`src/rtl/frv_ext_irq_ctrl_if.sv`:
```
// Register port bundle for frv_ext_irq_ctrl.
// The master holds cfg_valid until the one-cycle cfg_ready pulse.
interface frv_ext_irq_ctrl_if;
  logic        cfg_valid;
  logic        cfg_write;
  logic [3:0]  cfg_addr;
  logic [31:0] cfg_wdata;
  logic        cfg_ready;
  logic [31:0] cfg_rdata;

  modport master (
    output cfg_valid,
    output cfg_write,
    output cfg_addr,
    output cfg_wdata,
    input  cfg_ready,
    input  cfg_rdata
  );

  modport slave (
    input  cfg_valid,
    input  cfg_write,
    input  cfg_addr,
    input  cfg_wdata,
    output cfg_ready,
    output cfg_rdata
  );
endinterface

```
`src/rtl/frv_ext_irq_ctrl.sv`:
```
// External interrupt controller with claim/complete register port.
// Define FRV_EXTINT_SYNC_EN to add 2-flop synchronisers on irq_in.
module frv_ext_irq_ctrl #(
  parameter int NUM_SRC = 15
) (
  input  logic               g_clk,
  input  logic               g_resetn,
  input  logic [NUM_SRC-1:0] irq_in,
  frv_ext_irq_ctrl_if.slave  cfg,
  output logic               ex_pending,
  output logic [3:0]         ex_cause
);

  localparam logic [3:0] A_EN    = 4'h0;
  localparam logic [3:0] A_MODE  = 4'h4;
  localparam logic [3:0] A_PEND  = 4'h8;
  localparam logic [3:0] A_CLAIM = 4'hC;

  typedef enum logic {
    IDLE,
    SERVICE
  } state_t;

  state_t             state_q;
  logic [NUM_SRC-1:0] en_q;
  logic [NUM_SRC-1:0] mode_q;
  logic [NUM_SRC-1:0] pend_q;
  logic [NUM_SRC-1:0] pend_d;
  logic [NUM_SRC-1:0] prev_q;
  logic [NUM_SRC-1:0] insvc_q;
  logic [NUM_SRC-1:0] line;
  logic [NUM_SRC-1:0] rise;
  logic [NUM_SRC-1:0] cand;
  logic [NUM_SRC-1:0] cand_oh;
  logic [NUM_SRC-1:0] clr;
  logic [3:0]         cand_id;
  logic [3:0]         svc_id;
  logic               ready_q;
  logic [31:0]        rdata_q;
  logic [31:0]        rdata_d;
  logic               acc;
  logic               acc_wr;
  logic               acc_rd;
  logic               claim_take;
  logic               claim_done;

`ifdef FRV_EXTINT_SYNC_EN
  logic [NUM_SRC-1:0] sync1_q;
  logic [NUM_SRC-1:0] sync2_q;

  always_ff @(posedge g_clk) begin
    if (!g_resetn) begin
      sync1_q <= '0;
      sync2_q <= '0;
    end else begin
      sync1_q <= irq_in;
      sync2_q <= sync1_q;
    end
  end

  assign line = sync2_q;
`else
  assign line = irq_in;
`endif

  assign acc    = cfg.cfg_valid & ~ready_q;
  assign acc_wr = acc & cfg.cfg_write;
  assign acc_rd = acc & ~cfg.cfg_write;

  // Lowest index wins: scan downwards so the last hit is kept.
  always_comb begin
    cand    = pend_q & en_q & ~insvc_q;
    cand_oh = '0;
    cand_id = '0;
    for (int i = NUM_SRC - 1; i >= 0; i--) begin
      if (cand[i]) begin
        cand_oh    = '0;
        cand_oh[i] = 1'b1;
        cand_id    = 4'(i + 1);
      end
    end
  end

  always_comb begin
    svc_id = '0;
    for (int i = 0; i < NUM_SRC; i++) begin
      if (insvc_q[i]) begin
        svc_id = 4'(i + 1);
      end
    end
  end

  assign claim_take = acc_rd
                    & (cfg.cfg_addr == A_CLAIM)
                    & (state_q == IDLE)
                    & (|cand);

  assign claim_done = acc_wr
                    & (cfg.cfg_addr == A_CLAIM)
                    & (state_q == SERVICE)
                    & (cfg.cfg_wdata == {28'd0, svc_id});

  // Edge bits: a new rise beats any clear in the same cycle.
  always_comb begin
    rise = line & ~prev_q;
    clr  = '0;
    if (acc_wr && cfg.cfg_addr == A_PEND) begin
      clr = cfg.cfg_wdata[NUM_SRC-1:0];
    end
    if (claim_take) begin
      clr = clr | cand_oh;
    end
    pend_d = (mode_q & (rise | (pend_q & ~clr)))
           | (~mode_q & line);
  end

  always_comb begin
    rdata_d = '0;
    unique case (cfg.cfg_addr)
      A_EN:    rdata_d = 32'(en_q);
      A_MODE:  rdata_d = 32'(mode_q);
      A_PEND:  rdata_d = 32'(pend_q);
      A_CLAIM: rdata_d = claim_take ? 32'(cand_id) : 32'd0;
      default: rdata_d = '0;
    endcase
  end

  always_ff @(posedge g_clk) begin
    if (!g_resetn) begin
      state_q    <= IDLE;
      en_q       <= '0;
      mode_q     <= '0;
      pend_q     <= '0;
      prev_q     <= '0;
      insvc_q    <= '0;
      ready_q    <= 1'b0;
      rdata_q    <= '0;
      ex_pending <= 1'b0;
      ex_cause   <= '0;
    end else begin
      ready_q    <= acc;
      rdata_q    <= acc_rd ? rdata_d : 32'd0;
      prev_q     <= line;
      pend_q     <= pend_d;
      ex_pending <= |cand;
      ex_cause   <= cand_id;
      if (acc_wr && cfg.cfg_addr == A_EN) begin
        en_q <= cfg.cfg_wdata[NUM_SRC-1:0];
      end
      if (acc_wr && cfg.cfg_addr == A_MODE) begin
        mode_q <= cfg.cfg_wdata[NUM_SRC-1:0];
      end
      unique case (state_q)
        IDLE: begin
          if (claim_take) begin
            insvc_q <= cand_oh;
            state_q <= SERVICE;
          end
        end
        SERVICE: begin
          if (claim_done) begin
            insvc_q <= '0;
            state_q <= IDLE;
          end
        end
      endcase
    end
  end

  assign cfg.cfg_ready = ready_q;
  assign cfg.cfg_rdata = rdata_q;

endmodule

```
`src/flat_wrapper.sv`:
```
// flat-port wrapper written by rule: the top's interface ports become plain ports
module frv_ext_irq_ctrl_flat 
#(
  parameter int NUM_SRC = 15
)
  (g_clk, g_resetn, irq_in, ex_pending, ex_cause, cfg_cfg_valid, cfg_cfg_write, cfg_cfg_addr, cfg_cfg_wdata, cfg_cfg_ready, cfg_cfg_rdata);
  frv_ext_irq_ctrl_if cfg_i ();
  input  logic g_clk;
  input  logic g_resetn;
  input  logic [NUM_SRC-1:0] irq_in;
  output logic ex_pending;
  output logic [3:0] ex_cause;
  input wire logic [$bits(cfg_i.cfg_valid)-1:0] cfg_cfg_valid;
  input wire logic [$bits(cfg_i.cfg_write)-1:0] cfg_cfg_write;
  input wire logic [$bits(cfg_i.cfg_addr)-1:0] cfg_cfg_addr;
  input wire logic [$bits(cfg_i.cfg_wdata)-1:0] cfg_cfg_wdata;
  output wire logic [$bits(cfg_i.cfg_ready)-1:0] cfg_cfg_ready;
  output wire logic [$bits(cfg_i.cfg_rdata)-1:0] cfg_cfg_rdata;
  assign cfg_i.cfg_valid = cfg_cfg_valid;
  assign cfg_i.cfg_write = cfg_cfg_write;
  assign cfg_i.cfg_addr = cfg_cfg_addr;
  assign cfg_i.cfg_wdata = cfg_cfg_wdata;
  assign cfg_cfg_ready = cfg_i.cfg_ready;
  assign cfg_cfg_rdata = cfg_i.cfg_rdata;
  frv_ext_irq_ctrl #(.NUM_SRC(NUM_SRC)) u_core (.g_clk(g_clk), .g_resetn(g_resetn), .irq_in(irq_in), .cfg(cfg_i), .ex_pending(ex_pending), .ex_cause(ex_cause));
endmodule
```
`config.mk`:
```
export PLATFORM = sky130hd
export DESIGN_NAME = frv_ext_irq_ctrl_flat
export DESIGN_NICKNAME = d
export VERILOG_FILES = /design/src/rtl/frv_ext_irq_ctrl_if.sv /design/src/rtl/frv_ext_irq_ctrl.sv /design/src/flat_wrapper.sv
export SDC_FILE = /design/constraint.sdc
export NUM_CORES = 1
export LEC_CHECK = 0
export ABC_AREA = 1
export CORE_MARGIN = 10
export CORE_UTILIZATION = 63
export CTS_CLUSTER_DIAMETER = 150
export DETAILED_ROUTE_END_ITERATION = 7
export DONT_BUFFER_PORTS = 1
export GPL_TIMING_DRIVEN = 0
export PLACE_DENSITY = 0.91
export SLEW_MARGIN = 30
export SYNTH_ARGS = -nofsm -noshare
export SYNTH_HDL_FRONTEND = slang
export SYNTH_SLANG_ARGS = --single-unit
```
`constraint.sdc`:
```
create_clock -name g_clk -period 2.3 [get_ports g_clk]
set_input_delay 0.46 -clock g_clk [delete_from_list [all_inputs] [get_ports g_clk]]
set_output_delay 0.46 -clock g_clk [all_outputs]
set_load 0.01 [all_outputs]
```
==> flow_summary.yaml <==
synthesis:
  synth_seq_cells: 97
  netlist_area_um2: 4664
  synth.distinct_cells: 35
  synth_top_area_cell: "dfxtp_1"
  synthTopCellsByArea: "dfxtp_1 (42%), nand2_1 (12%), nor2_1 (7.6%)"
  yosysWarnings: 0
  syn_avg_cell_area_um2: 6.819
  ys_seq_area_frac: 0.4163
  syn_inst: 684
  synth.top_cell.area_share: 0.4163
pwr:
  p_seq_frac: 0.528
  combPwrFrac: 0.054
  swShare: 0.2406
  ir_drop_uv: 694.3
  power_mw: 3.301
  power_switching_uw: 794.2
  p_clk_frac: 0.418
  p_int_mw: 2.507
  powerDensity_nw_per_um2: 646.8
  p_leak_nw: 2.390
finish:
  area_growth_syn_to_layout_pct: 9.415
  fin_nets: 766
  stdcell_area_um2: 5104
  final_cell_mix: "nand2_1 (153), dfxtp_1 (96), nor2_1 (94)"
  fillers: 638
  multi_input_area_um2: 2185
  fin_util: 0.7074
  drive_gt1_frac: 0.1159
  seq_area_um2: 1943
  final_common_cell: "nand2_1"
  n_antenna_cell: 0
floorplanning:
  pin_count: 93
  die_w_um: 106.0
  core_area_um2: 7214
  initial_core_util: 0.6465
  row_count: 31
  die_y_um: 106.0
  fp.dieArea_um2: 11250
sta:
  worst_pin_slew_ns: 1.026
  period_minus_slack_ns: 2.175
  skew_ns: 0.01075
  finalHoldViolations: 0
  fin_ws_ns: 0.1250
  post-route-period-util: 0.9456
  holdWs_ns: 0.1752
  report.final.slew_viol_count: 0
  slew_headroom: 0.3137
  max_freq_mhz: 459.8
  finalSetupViolations: 0
routing:
  drtIter0Drc: 427
  vias: 4723
  drc_errors: 0
  drt_first_pass_iters: 6
  routed_via_density: 5.795
  drtAntennaViolNets: 0
  drt-total-wl_um: 14940
  avgRoutedWirePerCell_um: 18.33
clock_network:
  htreeDepth: 3
  clk_pin_slew_ns: 0.10
  cts_setup_buffers: 0
  clockBufferDepth: 2
  cts_buffers: 9
  cts_root_buffer: "clkbuf_8"
  cts_tree: "yes"
  cts_sinks: 97
  clkLatencyLatePin_ns: 0.38
critical_path:
  path_delay_family: "simple AND/OR/NAND/NOR gates"
  critPathKind: "reg -> reg"
  max_stage_delay_ns: 0.38
  crit_fanout: 10
  cp_data_arrival_time_ns: 2.49
  path_cells: "inv_1, nor4_1, nand3_1, nor2_1, nand4_1, nor2_1, nand3_1, buf_4, nand3_1, nand2_1, nor2_1"
  crit_path_start_kind: "flop"
  cp-end-kind: "flop"
  crit_path_top_delay_cell: "dfxtp_1"
  path_buf_inv: 2
  cp_data_required_time_ns: 2.62
grt:
  antenna_found_initial: 0
  gr-total-overflow: 0
  grt_max_degree: 18
  grt_pass1_vias: 4366
  track_usage: 0.2569
  grt_pass1_wl_um: 22800
run:
  drv_cap: 0
place:
  dpl_worst_slack_ns: -0.04423
  dpl_cell_area_um2: 4848
  dp.final_hpwl_um: 11510
  port_buffers: 0
  gp_congestion: 0.9987
outcome:
  status: "finished clean"
hold_path:
  hold_class: "in -> reg"
## path summary, 6_finish.rpt
path	depth (start not counted)	to	slack, ns	from
worst max register to register	11	u_core.insvc_q[3]	0.13	u_core.state_q
worst min register to register	3	u_core.pend_q[8]	0.48	u_core.prev_q[8]
worst min-delay path	2	u_core.prev_q[7]	0.18	irq_in[7]
worst max-delay path	11	u_core.insvc_q[3]	0.13	u_core.state_q
## flip-flops by register name, summed over array words and instances, names as in the netlist
name and flops:
u_core.cfg.cfg_rdata 15, u_core.en_q 15, u_core.insvc_q 15, u_core.mode_q 15, u_core.pend_q 15, u_core.prev_q 15, u_core.ex_cause 4, u_core.cfg.cfg_ready 1
u_core.ex_pending 1, u_core.state_q 1
## Yosys cell counts
| library cell | instances |
|---|---|
| or2_2 | 1 |
| nand3_1 | 45 |
| nor3_2 | 2 |
| o22ai_1 | 2 |
| o211ai_1 | 1 |
| inv_2 | 19 |
| o22ai_2 | 1 |
| nand4_1 | 11 |
| nand3_2 | 6 |
| a21oi_1 | 36 |
| nor2_1 | 94 |
| o21bai_1 | 1 |
| buf_6 | 1 |
| o221ai_1 | 3 |
| buf_2 | 3 |
| nor2_2 | 4 |
| clkbuf_1 | 17 |
| inv_1 | 79 |
| a31o_2 | 1 |
| a41oi_1 | 2 |
| o2111ai_1 | 8 |
| nor2_4 | 2 |
| conb_1 | 1 |
| o21ai_1 | 8 |
| dfxtp_1 | 97 |
| nor3_1 | 16 |
| o21ai_0 | 38 |
| a221oi_2 | 1 |
| nand2_1 | 154 |
| buf_4 | 19 |
| o21ai_4 | 1 |
| nor4_1 | 5 |
| nand2_2 | 2 |
| a31oi_2 | 2 |
| a31oi_1 | 1 |
## final cells by class
cell class	instances	area share
buffer	40	0.04609
tap	99	0.02427
inverter	98	0.07208
clock buffer	9	0.02427
sequential	97	0.3807
clock inverter	7	0.02452
multi-input combinational	465	0.4280
## metrics by stage
stage	setup TNS, ns	instances
2_1_floorplan	0	700
3_3_place_gp	0	799
3_5_place_dp	-0.06975	799
4_1_cts	0	815
5_1_grt	-0.005733	815
6_report	0	815
## timing repair
action,4_1_cts,5_1_grt
setup endpoints to repair,0,13
gates resized for setup,0,4
hold buffers,0,0
## cell families (layout without fill, tap and decap cells)
group           Yosys count  in the layout  share of synthesized area
simple gates            342            342                     0.3179
buf+inv                 138            154                     0.1288
compound gates          106            106                     0.1363
flops                    97             97                     0.4163
other cells               1             17                  0.0008039
## routing by layer
| metal | up-vias | wire length, µm | track usage |
|---|---|---|---|
| met2 | 308 | 6920 | 0.4059 |
| met3 | 40 | 1897 | 0.06824 |
| met1 | 2161 | 5719 | 0.3245 |
| met5 | - | 0 | 0 |
| met4 | 0 | 404 | 0.1083 |
| li1 | 2214 | - | - |
## power groups by stage
stage                     Clock [mW]  Combinational (mW)  Sequential, mW
after floorplan                    0               0.130            1.77
after global placement             0               0.167            1.78
after detailed placement           0               0.171            1.78
after CTS                       1.37               0.172            1.74
after global routing            1.43               0.197            1.75
final                           1.38               0.179            1.74
Power figures use the tool's default switching activity.
